==> config.mk <==
export PLATFORM = sky130hd
export DESIGN_NAME = divide_seq_ctrl
export DESIGN_NICKNAME = d
export VERILOG_FILES = /design/src/rtl/divide_seq_ctrl.sv
export SDC_FILE = /design/constraint.sdc
export NUM_CORES = 1
export LEC_CHECK = 0
export BUFFER_PORTS_ARGS = -buffer_cell sky130_fd_sc_hd__buf_2
export CAP_MARGIN = 0
export CORE_AREA = 2 2 103 115
export DETAILED_ROUTE_END_ITERATION = 16
export DIE_AREA = 0 0 105 117
export PLACE_DENSITY_LB_ADDON = 0.15
export SLEW_MARGIN = 20
export SYNTH_ARGS = -nofsm -noshare
export SYNTH_HDL_FRONTEND = slang
export SYNTH_SLANG_ARGS = --single-unit
==> constraint.sdc <==
create_clock -name clk -period 3 [get_ports clk]
set_clock_uncertainty 0.05 [all_clocks]
set_input_delay 0.15 -clock clk [delete_from_list [all_inputs] [get_ports clk]]
set_output_delay 0.15 -clock clk [all_outputs]
set_load 0.02 [all_outputs]
==> src/rtl/divide_seq_ctrl.sv <==
// Sequencing controller for divide_f32: accepts operand pairs, pulses the
// divider reset, waits for convergence (or timeout) and returns the quotient.
module divide_seq_ctrl #(
    parameter int unsigned RST_CYCLES = 2,
    parameter int unsigned TIMEOUT    = 1024,
    parameter int unsigned CNT_W      = 11
) (
    input  logic             clk,
    input  logic             rst,
    input  logic             in_valid,
    output logic             in_ready,
    input  logic [31:0]      in_num,
    input  logic [31:0]      in_den,
    output logic             div_rst,
    output logic [31:0]      div_num,
    output logic [31:0]      div_den,
    input  logic             div_rdy,
    input  logic [31:0]      div_quo,
    output logic             out_valid,
    input  logic             out_ready,
    output logic [31:0]      out_quo,
    output logic             out_err,
    output logic [CNT_W-1:0] out_cycles,
    output logic             busy
);

    typedef enum logic [1:0] {IDLE, LOAD, RUN, DONE} state_e;

    localparam logic [CNT_W-1:0] TIMEOUT_C = CNT_W'(TIMEOUT);
    localparam logic [CNT_W-1:0] LOAD_LAST = CNT_W'(RST_CYCLES - 1);
    localparam logic [31:0]      QNAN      = 32'h7fc00000;

    state_e           state_q, state_d;
    logic [31:0]      num_q, num_d;
    logic [31:0]      den_q, den_d;
    logic [CNT_W-1:0] cnt_q, cnt_d;
    logic [CNT_W-1:0] cnt_inc;
    logic             div_rst_q, div_rst_d;
    logic             out_valid_q, out_valid_d;
    logic [31:0]      out_quo_q, out_quo_d;
    logic             out_err_q, out_err_d;
    logic [CNT_W-1:0] out_cycles_q, out_cycles_d;
    logic             bypass;

    assign in_ready   = (state_q == IDLE) && !rst;
    assign busy       = (state_q != IDLE);
    assign div_rst    = div_rst_q;
    assign div_num    = num_q;
    assign div_den    = den_q;
    assign out_valid  = out_valid_q;
    assign out_quo    = out_quo_q;
    assign out_err    = out_err_q;
    assign out_cycles = out_cycles_q;

    // Signed zero over a nonzero denominator never needs the divider.
    assign bypass  = (in_num[30:0] == 31'd0) && (in_den[30:0] != 31'd0);
    assign cnt_inc = cnt_q + CNT_W'(1);

    always_comb begin
        state_d      = state_q;
        num_d        = num_q;
        den_d        = den_q;
        cnt_d        = cnt_q;
        div_rst_d    = div_rst_q;
        out_valid_d  = out_valid_q;
        out_quo_d    = out_quo_q;
        out_err_d    = out_err_q;
        out_cycles_d = out_cycles_q;
        case (state_q)
            IDLE: begin
                div_rst_d = 1'b1;
                if (in_valid && in_ready) begin
                    num_d = in_num;
                    den_d = in_den;
                    if (bypass) begin
                        state_d      = DONE;
                        out_valid_d  = 1'b1;
                        out_quo_d    = {in_num[31] ^ in_den[31], 31'd0};
                        out_err_d    = 1'b0;
                        out_cycles_d = '0;
                    end else begin
                        state_d = LOAD;
                        cnt_d   = '0;
                    end
                end
            end
            LOAD: begin
                div_rst_d = 1'b1;
                if (cnt_q == LOAD_LAST) begin
                    state_d   = RUN;
                    cnt_d     = '0;
                    div_rst_d = 1'b0;
                end else begin
                    cnt_d = cnt_inc;
                end
            end
            RUN: begin
                div_rst_d = 1'b0;
                cnt_d     = (cnt_q == TIMEOUT_C) ? cnt_q : cnt_inc;
                // Convergence takes priority over a timeout on the same edge.
                if (div_rdy) begin
                    state_d      = DONE;
                    div_rst_d    = 1'b1;
                    out_valid_d  = 1'b1;
                    out_quo_d    = div_quo;
                    out_err_d    = 1'b0;
                    out_cycles_d = cnt_inc;
                end else if (cnt_inc == TIMEOUT_C) begin
                    state_d      = DONE;
                    div_rst_d    = 1'b1;
                    out_valid_d  = 1'b1;
                    out_quo_d    = QNAN;
                    out_err_d    = 1'b1;
                    out_cycles_d = TIMEOUT_C;
                end
            end
            DONE: begin
                div_rst_d   = 1'b1;
                out_valid_d = 1'b1;
                if (out_ready) begin
                    out_valid_d = 1'b0;
                    state_d     = IDLE;
                end
            end
            default: state_d = IDLE;
        endcase
    end

    always_ff @(posedge clk) begin
        if (rst) begin
            state_q      <= IDLE;
            num_q        <= '0;
            den_q        <= '0;
            cnt_q        <= '0;
            div_rst_q    <= 1'b1;
            out_valid_q  <= 1'b0;
            out_quo_q    <= '0;
            out_err_q    <= 1'b0;
            out_cycles_q <= '0;
        end else begin
            state_q      <= state_d;
            num_q        <= num_d;
            den_q        <= den_d;
            cnt_q        <= cnt_d;
            div_rst_q    <= div_rst_d;
            out_valid_q  <= out_valid_d;
            out_quo_q    <= out_quo_d;
            out_err_q    <= out_err_d;
            out_cycles_q <= out_cycles_d;
        end
    end

endmodule

# [Word level (Yosys, flattened, before mapping)]
# Cells that the tools add are included.
[word_totals] register_bits=123 input_bits=101 out_inout_bits=112 elab_cells=77
[op_classes] add_sub_neg=1 eq_ne=13 n_mux=36 n_bitwise=1 n_reduce_logical=17
[op_table] op="32-bit 2-to-1 mux" count=4
[op_table] op="11-bit 2-to-1 mux" count=8
[op_table] op="32-bit one-hot mux with 2 select lines" count=1
[op_table] op="11-bit one-hot mux with 3 select lines" count=1
[op_table] op="31-bit logical NOT" count=1
[op_table] op="31-bit nonzero test" count=1
[op_table] op="11-bit == test, second input constant" count=2
[op_table] op="11-bit one-hot mux with 2 select lines" count=1
[op_table] op="4-bit AND reduction" count=4
[op_table] op="2-bit 2-to-1 mux" count=6
[op_table] op="11-bit by 1-bit adder with 11-bit output, second input constant" count=1
[op_table] op="11-bit by 1-bit == test with 1-bit output, second input constant" count=1
[op_table] op="1-bit 2-to-1 mux" count=11
[op_table] op="2-bit != test, second input constant" count=5
[op_table] op="2-bit one-hot mux with 4 select lines" count=1
[op_table] op="1-bit one-hot mux with 3 select lines" count=2
[op_table] op="3-bit nonzero test" count=2
[op_table] op="2-bit == test, second input constant" count=2
[op_table] op="2-bit nonzero test" count=2
[op_table] op="1-bit logical AND" count=3
[op_table] op="3-bit != test, second input constant" count=1
[op_table] op="2-bit by 1-bit == test with 1-bit output, second input constant" count=1
[op_table] op="2-bit logical NOT" count=1
[op_table] op="2-bit by 1-bit != test with 1-bit output, second input constant" count=1
[op_table] op="5 further kinds" count=5

# [Depth between registers and ports, before layout]
[depth] depth_word=5 ltp_mapped=11

# [Worst setup path before layout]
# OpenSTA, ideal clock, no wires.
[synth_timing] path_type="register to register" start="register state_q[0]" end="register cnt_q[5]" setup_time_ns=0.072 arrival_ns=2.289 t_required_ns=2.878 path_slack_ns=0.590 stages_incl_launch_ff=10 path_buffers=1 cell_sequence="dfxtp_1 -> inv_1 -> ha_1 -> clkbuf_1 -> inv_1 -> nor2_1 -> nand2_1 -> o22a_1 -> nor2_1 -> mux2i_1"
[synth_between] elab_chain_cells=5 elab_cells_between_ends=11 cone_classes="5 x eq/ne; 1 x mux; 5 x reduce/logical"
[synth_lines] element="from (decl)" line="33" rtl="state_e state_q, state_d;"
[synth_lines] element="from (signal assigned)" line="141" rtl="state_q <= state_d;"
[synth_lines] element="2-bit logical NOT" line="45" rtl="assign in_ready = (state_q == IDLE) && !rst;"
[synth_lines] element="1-bit logical AND" line="45"
[synth_lines] element="via in_ready" line="11" rtl="output logic in_ready,"
[synth_lines] element="1-bit logical AND" line="72" rtl="if (in_valid && in_ready) begin"
[synth_lines] element="2-bit by 1-bit != test with 1-bit output (no line)"
[synth_lines] element="4-bit AND reduction (no line)"
[synth_lines] element="to (signal assigned)" line="144" rtl="cnt_q <= cnt_d;"
[synth_lines] element="to (decl)" line="36" rtl="logic [CNT_W-1:0] cnt_q, cnt_d;"
# The timed path passes the listed nets, and every way through them passes these cells.
# A chain may end at the register's enable or synchronous reset.

# [Worst setup path in the final report]
[layout_timing] start="input port in_num[0]" end="register out_quo_q[16] (netlist: out_quo[16])"
[layout_between] elab_chain_cells=4
[layout_lines] element="from (decl)" line="12" rtl="input logic [31:0] in_num,"
[layout_lines] element="31-bit logical NOT" line="56" rtl="assign bypass = (in_num[30:0] == 31'd0) && (in_den[30:0] != 31'd0);"
[layout_lines] element="1-bit logical AND" line="56"
[layout_lines] element="2-bit != test (no line)"
[layout_lines] element="4-bit AND reduction (no line)"
[layout_lines] element="to (signal assigned)" line="147" rtl="out_quo_q <= out_quo_d;"
[layout_lines] element="to (decl)" line="40" rtl="logic [31:0] out_quo_q, out_quo_d;"
# Every way passes these cells.

==> metrics.cfg <==
[clock_tree]
clk_pin_slew_worst_paths_ps=50
clkSinkCount=123
insertion_delay_ps=410
cts_tree=built
htree_levels=4
cts_buffer_depth=2
cts_buffers=17
ctsRootBufferMaster=clkbuf_16
ctsResizeCount=0

[pwr]
power.leakage_nw=3.71
swShare_pct=30.0
combPwrFrac_pct=23.9
ir_drop_mv=0.458
p_seq_share_pct=36.5
power_switching_w=0.00160
pwr-share-clk_pct=39.6
p_per_area_nw_per_um2=665
p_int_w=0.00372

[logic_synthesis]
ys_types=47
synth_area_um2=5310
yosys.area_share.simple_pct=25.4
synthMuxAreaShare_pct=7.37
ys_async_sr_fraction_pct=0
synthAdderAreaFrac_pct=1.65
yosysWarningCount=0
synth_compound_area_share_pct=13.2
synthXorXnorAreaFrac_pct=1.48
synth_top_area_share_pct=46.3
syn_area_per_cell_um2=8.23
synth_top_family_by_area=simple AND/OR/NAND/NOR gates
synth_area_leaders=dfxtp_1, nand2_1, o21ai_0
synth_edf_count=0
ys.flop_type=dfxtp_1
ys_seq_area_share_pct=46.3
syn_nets=754
yosysTopAreaCell=dfxtp_1
ys_ff_latch=123
synth_cells=646

[sta]
rsz0062_at_grt=no
slew_viol_final=0
slew_headroom_pct=30.1
finalHoldViolations=0
worstMarginPinSlew_ps=1050
fin_crit_sh_pct=91.1
setup_viol=0
tns_ps=0
min_period_ps=2730
timing.final.ws_setup_ps=267
hold_ws_ps=51.5
fmax_mhz=366

[global_routing]
grt_pass1_vias=5544
grt_start_max_net_pins=129
grtUsageTotal_pct=26.4
grt_pass1_wl_um=25900
grt_antenna_before_repair=0
overflow=0

[layout]
final_common_cell=buf_2
fillers=893
stdcell_count=1096
nNetsFinal=1043
area_growth_pct=50.4
mostFrequentLayoutCells=buf_2, nand2_1, dfxtp_1
layout-drive-gt1-share_pct=27.6
diodes=0

[floorplanning]
dieArea_um2=12300
rows=41
fp.coreArea_um2=11200
die_w_um=105
io_pins=213
start_util_pct=47.5
die_height_um=117

[detailed_routing]
wirelength_um=16600
initialDrtViolationCount=294
drtPass1Iterations=6
routedWlPerCell_um=15.1
antenna_left=0
via_count=5679
vias_per_cell=5.18
drc=0

[hold_path]
holdCritStartpoint=div_rdy
hold_class=in -> reg
hold_depth=2
hold_path_end=out_err

[placed_design]
dp_hpwl_um=10000
port_buffers=212
place_congestion=0.955
placedCellCount=971
dp_slack_ps=448

[worst_setup_path]
end_kind=flop
crit_type=in -> reg
reg2reg_from=state_q[0]
rr_endpoint=div_den[27]
required_ps=3210
critPathSlowestCell=a211oi_1
reg2reg_slack_ps=400
cp_cell_sequence=dlygate4sd3_1 > buf_2 > nor4_1 > nand4_1 > a211oi_1 > and2_1 > o22ai_4 > buf_4 > mux2i_1
critPathBufInv=3
cpPeakStageDelay_ps=560
crit_arrival_ps=2940
worstPathMaxFanout=44
reg2regPathDepth=7
start_kind=primary input
crit_family=buffers and inverters

[run]
drv_cap=0

[outcome]
status=completed

## repair_timing
action                                  CTS  global route
hold buffers                             95             0
hold endpoints to repair                 95             0
buffers inserted                          0             0
endpoints found under the setup margin    0             0
## worst reg2reg max path, cell delays in order (launching register included)
cell,delay (ps)
dfxtp_1,320
inv_1,100
ha_1,310
inv_1,140
nor2_1,200
and2_4,180
buf_4,760
o21ai_0,350
## metal layers
| metal | vias to the layer above | routed length [um] | part of all wire (%) | track usage [%] |
|---|---|---|---|---|
| met5 | - | 0 | 0 | 0 |
| met4 | 0 | 356 | 2.1 | 10.3 |
| met3 | 38 | 1120 | 6.8 | 6.81 |
| met2 | 243 | 8760 | 53 | 49.3 |
| met1 | 2627 | 6340 | 38 | 28.8 |
| li1 | 2771 | - | - | - |
## worst max-delay path by stage
stage	endpoint	cells past startpoint	from
after floorplan	cnt_q[5]	9	state_q[0]
after global placement	out_quo[25]	8	cnt_q[0]
after detailed placement	out_quo[26]	8	cnt_q[0]
after CTS	out_quo[26]	9	in_num[0]
after global routing	out_quo[28]	9	in_num[0]
final	out_quo[16]	9	in_num[0]
## state kept, by name (all words and copies together), names as in the netlist
signal	flops
state_q	2
div_den	32
out_quo	32
out_cycles	11
out_valid	1
cnt_q	11
out_err	1
div_num	32
div_rst	1
## cell families (layout without fill, tap and decap cells)
| logic type | Yosys count | count (layout) |
|---|---|---|
| AO/OA/AOI/OAI | 119 | 119 |
| flip-flops | 123 | 123 |
| adder cells (fa/ha/maj) | 7 | 7 |
| AND/OR/NAND/NOR | 295 | 295 |
| multiplexers | 39 | 39 |
| XOR/XNOR | 9 | 9 |
| buffers and inverters | 54 | 354 |
## power groups by stage
stage,combinational (W),clock (W),sequential [W]
global route,0.00138,0.00220,0.00196
finish,0.00127,0.00211,0.00194
detailed placement,0.00115,0,0.00196
global placement,0.00114,0,0.00196
floorplan,0.000495,0,0.00220
CTS,0.00125,0.00214,0.00193
## cell usage after synthesis, types with 5 or more instances
cell,instances
nor3_1,5
o21ai_0,77
clkbuf_1,32
o2bb2ai_1,10
inv_1,8
mux2i_1,38
buf_2,7
a21oi_1,10
nand4_1,6
nor2b_1,26
nor4_1,17
nor2_1,6
ha_1,7
nand2_1,203
xnor2_1,7
dfxtp_1,123
nand3_1,11
## metrics by stage
| step | total power, W | util (%) | cell area [um2] |
|---|---|---|---|
| after floorplan | 0.00269 | - | 5310 |
| after global placement | 0.00309 | 57.5 | 6430 |
| after detailed placement | 0.00312 | 57.5 | 6430 |
| after CTS | 0.00532 | 71.5 | 7990 |
| after global routing | 0.00554 | 71.5 | 7990 |
| final | 0.00532 | 71.5 | 7990 |
## area by class of cell
class                      instances  area [um2]  area share (%)
clock inverter                     7         113            1.41
tap                              150         188            2.35
inverter                           8        31.3           0.391
multi-input combinational        469        2620            32.8
clock buffer                      23         498            6.23
sequential                       123        2460            30.8
timing repair buffer             316        2080            26.0
No activity file was read; power rests on OpenSTA's default activity.
